===== src/rtl/mem_wb_pkg.sv =====
// Shared constants and types for the MEM/WB stage: data widths, load funct3 codes,
// control_flow bit positions and the latched instruction record.
package mem_wb_pkg;

  localparam int DATA_W = 32;
  localparam int RD_W   = 5;

  localparam logic [2:0] LD_LB  = 3'b000;
  localparam logic [2:0] LD_LH  = 3'b001;
  localparam logic [2:0] LD_LW  = 3'b010;
  localparam logic [2:0] LD_LBU = 3'b100;
  localparam logic [2:0] LD_LHU = 3'b101;

  localparam int CF_MEM_READ  = 3;
  localparam int CF_MEM_WRITE = 2;
  localparam int CF_MEM2REG   = 1;
  localparam int CF_WRITE_REG = 0;

  typedef struct packed {
    logic [DATA_W-1:0] pc;
    logic [RD_W-1:0]   rd;
    logic [DATA_W-1:0] alu_result;
    logic [2:0]        funct3;
    logic [3:0]        control_flow;
  } wb_fields_t;

  function automatic logic is_mem_op(input logic [3:0] cf);
    return cf[CF_MEM_READ] | cf[CF_MEM_WRITE];
  endfunction

endpackage


===== src/rtl/mem_wb_load_align.sv =====
// Selects the addressed byte/halfword of a loaded word and sign- or zero-extends it
// according to the load's funct3.
module mem_wb_load_align
  import mem_wb_pkg::*;
(
  input  logic [DATA_W-1:0] rdata_i,
  input  logic [2:0]        funct3_i,
  input  logic [1:0]        off_i,
  output logic [DATA_W-1:0] load_data_o
);

  logic [7:0]  byte_sel;
  logic [15:0] half_sel;

  always_comb begin
    byte_sel = rdata_i[7:0];
    case (off_i)
      2'd1:    byte_sel = rdata_i[15:8];
      2'd2:    byte_sel = rdata_i[23:16];
      2'd3:    byte_sel = rdata_i[31:24];
      default: byte_sel = rdata_i[7:0];
    endcase
    half_sel = off_i[1] ? rdata_i[31:16] : rdata_i[15:0];

    // Unrecognised funct3 codes pass the raw word through, same as lw
    case (funct3_i)
      LD_LB:   load_data_o = {{(DATA_W-8){byte_sel[7]}}, byte_sel};
      LD_LBU:  load_data_o = {{(DATA_W-8){1'b0}}, byte_sel};
      LD_LH:   load_data_o = {{(DATA_W-16){half_sel[15]}}, half_sel};
      LD_LHU:  load_data_o = {{(DATA_W-16){1'b0}}, half_sel};
      default: load_data_o = rdata_i;
    endcase
  end

endmodule


===== src/rtl/mem_wb.sv =====
// Final pipeline stage: latches EX results, waits for the data-phase reply of split
// data-RAM transactions, drops replies of flushed requests and drives regfile writeback.
module mem_wb
  import mem_wb_pkg::*;
#(
  parameter int CANCEL_W = 2
) (
  input  logic              clk,
  input  logic              rst_n,
  input  logic              flush,
  input  logic              hold,
  input  logic              valid_ex,
  input  logic              ready_go_ex,
  input  logic [DATA_W-1:0] pc_ex,
  input  logic [RD_W-1:0]   rd_ex,
  input  logic [DATA_W-1:0] alu_result_ex,
  input  logic [2:0]        funct3_ex,
  input  logic [3:0]        control_flow_ex,
  input  logic              mem_data_ok,
  input  logic [DATA_W-1:0] mem_rdata,
  output logic              allow_in_wb,
  output logic              valid_wb,
  output logic              ready_go_wb,
  output logic [DATA_W-1:0] pc_wb,
  output logic [RD_W-1:0]   rd_wb,
  output logic              reg_we_wb,
  output logic [DATA_W-1:0] reg_wdata_wb,
  output logic              fwd_we_wb
);

  wb_fields_t          ex_fields, fields_q, fields_d;
  logic                valid_q, valid_d;
  logic                buf_valid_q, buf_valid_d;
  logic [DATA_W-1:0]   buf_q, buf_d;
  logic [CANCEL_W-1:0] discard_cnt_q, discard_cnt_d;
  logic [DATA_W-1:0]   load_src, load_data;
  logic                pipe_valid, ex_mem, mem_type, data_hit;
  logic                ready_go, allow_core, retire;
  logic                cancel_inc, cancel_dec;

  assign ex_fields = '{pc: pc_ex, rd: rd_ex, alu_result: alu_result_ex,
                       funct3: funct3_ex, control_flow: control_flow_ex};

  assign pipe_valid = valid_ex & ready_go_ex & ~flush;
  assign ex_mem     = is_mem_op(control_flow_ex);
  assign mem_type   = is_mem_op(fields_q.control_flow);
  // A reply belongs to the resident op only once all cancelled requests have drained
  assign data_hit   = mem_data_ok & (discard_cnt_q == '0);
  assign ready_go   = valid_q & (~mem_type | buf_valid_q | data_hit);
  assign allow_core = ~valid_q | (ready_go & ~hold);
  assign retire     = valid_q & ready_go & ~hold;
  assign cancel_inc = valid_ex & ready_go_ex & ex_mem & flush;
  assign cancel_dec = mem_data_ok & (discard_cnt_q != '0);

  always_comb begin
    valid_d       = valid_q;
    fields_d      = fields_q;
    buf_valid_d   = buf_valid_q;
    buf_d         = buf_q;
    discard_cnt_d = discard_cnt_q;

    if (allow_core) begin
      valid_d = pipe_valid;
      if (pipe_valid) fields_d = ex_fields;
    end

    if (retire) begin
      buf_valid_d = 1'b0;
    end else if (data_hit & valid_q & mem_type) begin
      buf_valid_d = 1'b1;
      buf_d       = mem_rdata;
    end

    case ({cancel_inc, cancel_dec})
      2'b10:   discard_cnt_d = discard_cnt_q + CANCEL_W'(1);
      2'b01:   discard_cnt_d = discard_cnt_q - CANCEL_W'(1);
      default: discard_cnt_d = discard_cnt_q;
    endcase
  end

  always_ff @(posedge clk) begin
    if (!rst_n) begin
      valid_q       <= 1'b0;
      fields_q      <= '0;
      buf_valid_q   <= 1'b0;
      buf_q         <= '0;
      discard_cnt_q <= '0;
    end else begin
      valid_q       <= valid_d;
      fields_q      <= fields_d;
      buf_valid_q   <= buf_valid_d;
      buf_q         <= buf_d;
      discard_cnt_q <= discard_cnt_d;
    end
  end

  assign load_src = buf_valid_q ? buf_q : mem_rdata;

  mem_wb_load_align u_load_align (
    .rdata_i     (load_src),
    .funct3_i    (fields_q.funct3),
    .off_i       (fields_q.alu_result[1:0]),
    .load_data_o (load_data)
  );

  assign allow_in_wb  = rst_n & allow_core;
  assign valid_wb     = valid_q;
  assign ready_go_wb  = ready_go;
  assign pc_wb        = fields_q.pc;
  assign rd_wb        = fields_q.rd;
  assign reg_we_wb    = retire & fields_q.control_flow[CF_WRITE_REG];
  assign reg_wdata_wb = fields_q.control_flow[CF_MEM2REG] ? load_data : fields_q.alu_result;
  assign fwd_we_wb    = valid_q & fields_q.control_flow[CF_WRITE_REG];

  a_no_double_reply: assert property (@(posedge clk) disable iff (!rst_n)
    !(data_hit && buf_valid_q));

  a_discard_no_saturate: assert property (@(posedge clk) disable iff (!rst_n)
    !(cancel_inc && !cancel_dec && (discard_cnt_q == '1)));

endmodule


===== config.mk =====
export PLATFORM = sky130hd
export DESIGN_NAME = mem_wb
export DESIGN_NICKNAME = d
export VERILOG_FILES = /design/src/rtl/mem_wb_pkg.sv /design/src/rtl/mem_wb_load_align.sv /design/src/rtl/mem_wb.sv
export SDC_FILE = /design/constraint.sdc
export NUM_CORES = 1
export LEC_CHECK = 0
export ABC_AREA = 1
export CORE_MARGIN = 1
export CORE_UTILIZATION = 25
export DETAILED_ROUTE_END_ITERATION = 16
export PLACE_DENSITY = 0.55
export RECOVER_POWER = 25
export SETUP_SLACK_MARGIN = 0.15
export SLEW_MARGIN = 20
export SYNTH_ARGS = -nofsm -noshare
export SYNTH_HDL_FRONTEND = slang
export SYNTH_SLANG_ARGS = --single-unit
export TNS_END_PERCENT = 30

===== constraint.sdc =====
create_clock -name clk -period 1.6 [get_ports clk]
set_input_delay 0.32 -clock clk [delete_from_list [all_inputs] [get_ports clk]]
set_output_delay 0.32 -clock clk [all_outputs]
set_load 0.02 [all_outputs]

**Yosys cells after proc, flatten, opt, wreduce, memory -nomap -nowiden**

Cells that the tools add are included.

- Bits of input ports: 115
- Bits in latches: 0
- Output and inout bits: 74
- Word-level logic and storage cells: 58
- Bits in writable memories: 0
- Register bits after elaboration: 112
- Bits in read-only memories: 0
- Memories: 0

- Bitwise logic cells: 26
- Order comparisons: 0
- Equality and inequality tests: 8
- Divide/modulo/power cells: 0
- Multipliers: 0
- Reductions and logical operators: 7
- Add/sub/neg operators: 2
- Mux-type cells: 6
- Shift operators: 0

Operators with widths:

| cell | count |
|---|---|
| case mux 32 bit (4 select lines) | 1 |
| two-way mux 32 bit | 2 |
| case mux 8 bit (3 select lines) | 1 |
| two-way mux 16 bit | 1 |
| bitwise AND 1 bit | 15 |
| equality test 2 bit, second input constant | 3 |
| equality test 3 bit, second input constant | 2 |
| NOT 1 bit | 6 |
| bitwise OR 1 bit | 5 |
| equality test 2 x 1 -> 1 bit, second input constant | 2 |
| case mux 2 bit (2 select lines) | 1 |
| AND reduction 2 bit | 2 |
| nonzero test 2 bit | 2 |
| equality test 3 x 1 -> 1 bit, second input constant | 1 |
| logical NOT 3 bit | 1 |
| adder 2 x 1 -> 2 bit, second input constant | 1 |
| logical NOT 2 bit | 1 |
| OR reduction 2 bit | 1 |
| subtractor 2 x 1 -> 2 bit, second input constant | 1 |

**Logic depth before layout (Yosys ltp)**

Gate-level depths: netlist of run 1.

- Word-level depth: 9
- Mapped depth: 12
- Depth with buffers taken out: 11

**By module**

A second synthesis of run 1 with hierarchy kept.

- Cells, all modules: 1021
- Area total of the unflattened synthesis: 6642.6 um^2

Modules (own cells, without submodules):

| module | area an instance (um^2) | times used | sequential area each (um^2) | cells each |
|---|---|---|---|---|
| mem_wb | 5719.2 | 1 | 2242.2 | 851 |
| mem_wb_load_align | 923.4 | 1 | 0.0 | 170 |

**Worst setup path before layout of run 1**

Ideal clock, no wire load.

- Path kind: reg2out
- From: reg buf_valid_q
- To: out reg_we_wb
- Cell stages (with the launch flop): 6
- Arrival: 1.515 ns
- Slack: -0.235 ns
- Buffers on the path: 1
- Required time: 1.280 ns
- Cells stage by stage: dfxtp_1 inv_2 clkbuf_1 a31oi_1 nand2_1 nor2_1

- Word-level cells in the longest chain between the ends: 6

RTL lines:

| what | line | source |
|---|---|---|
| start: declaration | mem_wb.sv:33 | `logic buf_valid_q, buf_valid_d;` |
| start signal: assignment | mem_wb.sv:91 | `buf_valid_q <= buf_valid_d;` |
| bitwise OR 1 bit (2 in a row) | mem_wb.sv:49 | `assign ready_go = valid_q & (~mem_type \| buf_valid_q \| data_hit);` |
| bitwise AND 1 bit | mem_wb.sv:49 |  |
| named net ready_go_wb | mem_wb.sv:23 | `output logic ready_go_wb,` |
| bitwise AND 1 bit (2 in a row) | mem_wb.sv:51 | `assign retire = valid_q & ready_go & ~hold;` |
| bitwise AND 1 bit | mem_wb.sv:111 | `assign reg_we_wb = retire & fields_q.control_flow[CF_WRITE_REG];` |
| end: declaration | mem_wb.sv:26 | `output logic reg_we_wb,` |

The timed path passes the listed nets, and every way through them passes these cells.

**Worst setup path in the final report of run 1**

- From: reg buf_valid_q
- To: out reg_wdata_wb[17]

- Word-level cells in the longest chain between the ends: 4
- Elaborated cells between the ends (all ways): 5
- Classes of those cells: mux (5)

RTL lines:

| what | line | source |
|---|---|---|
| two-way mux 32 bit (*) | mem_wb.sv:97 | `assign load_src = buf_valid_q ? buf_q : mem_rdata;` |
| case mux 8 bit (3 select lines) / two-way mux 16 bit (equally long branches) | mem_wb_load_align.sv:17, mem_wb_load_align.sv:23 |  |
| case mux 32 bit (4 select lines) (*) | mem_wb_load_align.sv:26 | `case (funct3_i)` |
| two-way mux 32 bit (*) | mem_wb.sv:112 | `assign reg_wdata_wb = fields_q.control_flow[CF_MEM2REG] ? load_data : fields_q.alu_result;` |
| end: declaration | mem_wb.sv:27 | `output logic [DATA_W-1:0] reg_wdata_wb,` |

Every way passes the cells marked *; elsewhere a longest branch is shown, timed or not.

==> impl_metrics.env, run 1 <==
export IMPL_run_status="finished, violations left"
export IMPL_failed_checks="negative setup slack"
export IMPL_chipHeight_um=159
export IMPL_clockPowerShare_pct=33.0
export IMPL_power_net_switching_mw=2.32
export IMPL_die_width_um=159
export IMPL_synth_top_area_share_pct=36.3
export IMPL_detailedRoute_firstIterationViolations=270
export IMPL_place_gp_congestion=0.829
export IMPL_boundaryPins=189
export IMPL_die_area_mm2=0.0253
export IMPL_instances_no_fill=1600
export IMPL_first_global_vias=6625
export IMPL_power_share_sequential_pct=38.0
export IMPL_clk_pin_slew_worst_paths_ns=0.08
export IMPL_finalSetupViolations=111
export IMPL_tightest_slew_ns=0.419
export IMPL_clk_insertion_delay_late_ns=0.36
export IMPL_critPathMaxFanout=6
export IMPL_drc=0
export IMPL_placed_cells=1534
export IMPL_finClkSkew_ns=0.0104
export IMPL_clockBufferDepth=2
export IMPL_synth_yosys_seq_area_share_pct=36.3
export IMPL_syn_num_nets=1142
export IMPL_number_of_flip_flops_and_latches_in_the_synthesized_netlist=112
export IMPL_cp_num_cells=12
export IMPL_maxCapViolations=0
export IMPL_p_leak_nw=5.36
export IMPL_hpwlAfterDp_mm=14.5
export IMPL_antenna_diode_count=0
export IMPL_antenna_found_initial=1
export IMPL_post_route_util_pct=44.2
export IMPL_power_per_cell_area_mw_per_mm2=727
export IMPL_post_synthesis_cell_type_count=27
export IMPL_rr_startpoint="buf_valid_q"
export IMPL_timing_critical_path_to="reg_wdata_wb[17]"
export IMPL_grt_total_usage_pct=17.1
export IMPL_post_synth_main_area_contributors="sky130_fd_sc_hd__dfxtp_1 (36%), sky130_fd_sc_hd__nand2_1 (16%), sky130_fd_sc_hd__nor2_1 (13%), sky130_fd_sc_hd__inv_1 (8.9%), sky130_fd_sc_hd__a21oi_1 (5.4%)"
export IMPL_rsz0062_at_grt="true"
export IMPL_pwr_share_comb_pct=29.0
export IMPL_min_period_over_period_pct=147
export IMPL_place_worst_setup_slack_ns=-1.00
export IMPL_regToRegSetupSlack_ns=-0.40
export IMPL_worst_path_max_delay_cell="sky130_fd_sc_hd__dfxtp_4"
export IMPL_r2r_end="fields_q[29]"
export IMPL_clock_sink_count=112
export IMPL_netlist_top_cell_by_area="sky130_fd_sc_hd__dfxtp_1"
export IMPL_overflow=0
export IMPL_clock_tree_root_cell="sky130_fd_sc_hd__clkbuf_16"
export IMPL_fp_coreArea_mm2=0.0242
export IMPL_layout_cells_most_common="sky130_fd_sc_hd__nor2_1"
export IMPL_r2r_worst_path_cells=14
export IMPL_area_growth_synth_to_final_pct=73.9
export IMPL_ys_warnings_count=0
export IMPL_tns_ns=-46.67
export IMPL_hold_viol_final=0
export IMPL_core_rowCount=57
export IMPL_via_per_inst=4.22
export IMPL_final_max_slew_violation_count=0
export IMPL_layout_common_cells="sky130_fd_sc_hd__nor2_1 (192), sky130_fd_sc_hd__nand2_1 (191), sky130_fd_sc_hd__inv_1 (134), sky130_fd_sc_hd__clkdlybuf4s50_1 (113), sky130_fd_sc_hd__dfxtp_1 (108)"
export IMPL_crit_path_max_incr_delay_ns=0.39
export IMPL_grt_first_pass_wirelength_mm=34.3
export IMPL_drt_wl_total_mm=21.2
export IMPL_critPathKind="flip-flop to output pin"
export IMPL_filler_cell_count=2522
export IMPL_max_freq_ghz=0.425
export IMPL_finalPower_mw=7.80
export IMPL_via_count=6750
export IMPL_worst_hold_path_type="input port to flip-flop"
export IMPL_cts_buffers_inserted=9
export IMPL_htree_levels=3
export IMPL_element_type_at_the_critical_path_end="output pin"
export IMPL_grt_start_max_net_pins=75
export IMPL_worst_voltage_drop_across_the_vdd_grid_uv=433
export IMPL_timing_critical_path_arrival_ns=2.03
export IMPL_min_period_ns=2.35
export IMPL_port_buffer_cells=188
export IMPL_slew_limit_headroom_pct=72.0
export IMPL_floorplan_initialDensity_pct=25.4
export IMPL_timing_critical_path_cells="buf_12, nand2_1, nand2_4, a21oi_2, nand2_2, nand3_4, buf_6, buf_16, nand3_2, nand2_1, inv_1, buf_6"
export IMPL_holdBufCountCts=0
export IMPL_post_route_cells_drive_above_1_share_pct=30.2
export IMPL_drtAntennaViolNets=0
export IMPL_drt_wirelength_per_cell_um=13.3
export IMPL_tritoncts_clock_tree="done"
export IMPL_critical_path_top_delay_family="buffers and inverters"
export IMPL_post_synth_instance_area_mm2=0.00617
export IMPL_design_final_nets=1387
export IMPL_worstSetupStartpoint="buf_valid_q"
export IMPL_cell_internal_pwr_mw=5.48
export IMPL_avgSynthCellArea_um2=6.01
export IMPL_setup_slack_ns=-0.751
export IMPL_required_ns=1.28
export IMPL_worstPathBufferInverterCount=5
export IMPL_power_share_switching_pct=29.8
export IMPL_drt_pre_antenna_iters=6
export IMPL_cp_start_kind="flip-flop"
export IMPL_instance_count_of_the_mapped_netlist=1026
-- worst min-delay path by stage --
stage / from / to / slack [ns] / cells past startpoint
after global placement: fields_q[33] / fields_q[33] / 0.45 / 2
after CTS: rst_n / discard_cnt_q[0] / 0.36 / 4
after global routing: rst_n / discard_cnt_q[1] / 0.39 / 4
after floorplan: fields_q[23] / fields_q[23] / 0.45 / 2
after detailed placement: fields_q[3] / fields_q[3] / 0.47 / 2
final: rst_n / discard_cnt_q[0] / 0.37 / 4
-- sequential cells by signal, indices dropped and copies added (netlist names) --
signal         flops
buf_valid_q        1
pc_wb             32
discard_cnt_q      2
fields_q          39
buf_q             32
rd_wb              5
valid_wb           1
-- through the flow --
step | cell area, µm² | hold WS, ns
after CTS | 10100 | 0.364
after floorplan | 6430 | 0.447
after global routing | 10700 | 0.387
final | 10700 | 0.375
after detailed placement | 8970 | 0.468
after global placement | 8970 | 0.454
-- tightest hold or removal path, delay by kind of cell --
kind | cells | cell delay [ns]
buffers and inverters | 3 | 0.30
AND/OR/NAND/NOR | 1 | 0.08
-- final cells by class --
class                      count  area [µm²]  area share (%)
clock buffer                   9         225            2.10
clock inverter                 7         103           0.956
inverter                     148         563            5.25
multi-input combinational    674        3580            33.4
sequential                   112        2250            21.0
tap                          324         405            3.78
timing repair buffer         324        3580            33.4
timing repair inverter         2        17.5           0.163
-- per-layer routing --
metal / global-route usage (%) / share of wire, % / up-vias
li1: - / - / 3544
met5: 0 / 0.057 / -
met1: 20.1 / 44 / 3009
met3: 4.79 / 5.6 / 40
met2: 29.0 / 48 / 155
met4: 7.21 / 3.1 / 2
-- cell usage after synthesis --
| cell type | number |
|---|---|
| sky130_fd_sc_hd__buf_2 | 16 |
| sky130_fd_sc_hd__clkbuf_2 | 3 |
| sky130_fd_sc_hd__nor2_1 | 214 |
| sky130_fd_sc_hd__a31oi_1 | 1 |
| sky130_fd_sc_hd__or2_2 | 16 |
| sky130_fd_sc_hd__ha_1 | 1 |
| sky130_fd_sc_hd__o211ai_1 | 1 |
| sky130_fd_sc_hd__buf_1 | 2 |
| sky130_fd_sc_hd__nor2_2 | 2 |
| sky130_fd_sc_hd__a21oi_1 | 67 |
| sky130_fd_sc_hd__nand4_1 | 2 |
| sky130_fd_sc_hd__nor3_1 | 4 |
| sky130_fd_sc_hd__nand2_1 | 265 |
| sky130_fd_sc_hd__and3_1 | 1 |
| sky130_fd_sc_hd__o21ai_1 | 2 |
| sky130_fd_sc_hd__nand3b_1 | 1 |
| sky130_fd_sc_hd__buf_4 | 43 |
| sky130_fd_sc_hd__buf_6 | 2 |
| sky130_fd_sc_hd__inv_1 | 147 |
| sky130_fd_sc_hd__nor2_4 | 1 |
| sky130_fd_sc_hd__nand3_1 | 34 |
| sky130_fd_sc_hd__xor2_1 | 1 |
| sky130_fd_sc_hd__dfxtp_1 | 112 |
| sky130_fd_sc_hd__clkbuf_1 | 26 |
| sky130_fd_sc_hd__a21oi_2 | 1 |
| sky130_fd_sc_hd__o21ai_0 | 60 |
| sky130_fd_sc_hd__inv_2 | 1 |
-- repair_timing --
item,in CTS,in global routing
pin swaps,15,56
cloned,13,1
resized for setup,305,211
setup endpoints to repair,182,182
buffers inserted,27,9
-- cell families after synthesis --
logic type	share of synthesized area [%]
AND/OR/NAND/NOR	34.7
buffers and inverters	17.8
AO/OA/AOI/OAI	10.8
flip-flops	36.3
XOR/XNOR	0.142
adder cells (fa/ha/maj)	0.203
-- power by group through the flow --
stage               Clock, mW  Combinational [mW]  Sequential (mW)
floorplan                   0                1.01             3.01
global placement            0                1.83             3.02
detailed placement          0                1.84             3.03
CTS                      2.67                2.12             2.96
global route             2.78                2.45             2.98
finish                   2.57                2.26             2.97
(Power assumes the default switching activity.)
==> run 2: changes to the inputs <==
--- a/config.mk
+++ b/config.mk
@@ -8,6 +8,7 @@
 export ABC_AREA = 1
 export CORE_MARGIN = 1
 export CORE_UTILIZATION = 25
+export CTS_CLUSTER_DIAMETER = 150
 export DETAILED_ROUTE_END_ITERATION = 16
 export PLACE_DENSITY = 0.55
 export RECOVER_POWER = 25
==> results of run 2 <==
The final DEF is identical to that of run 1; final timing and power are the same.
==> run 3: changes to the inputs <==
--- a/config.mk
+++ b/config.mk
@@ -6,6 +6,7 @@
 export NUM_CORES = 1
 export LEC_CHECK = 0
 export ABC_AREA = 1
+export ABC_CLOCK_PERIOD_IN_PS = 1600
 export CORE_MARGIN = 1
 export CORE_UTILIZATION = 25
 export CTS_CLUSTER_DIAMETER = 150
==> results of run 3 <==
The final DEF is identical to that of run 1; final timing and power are the same.
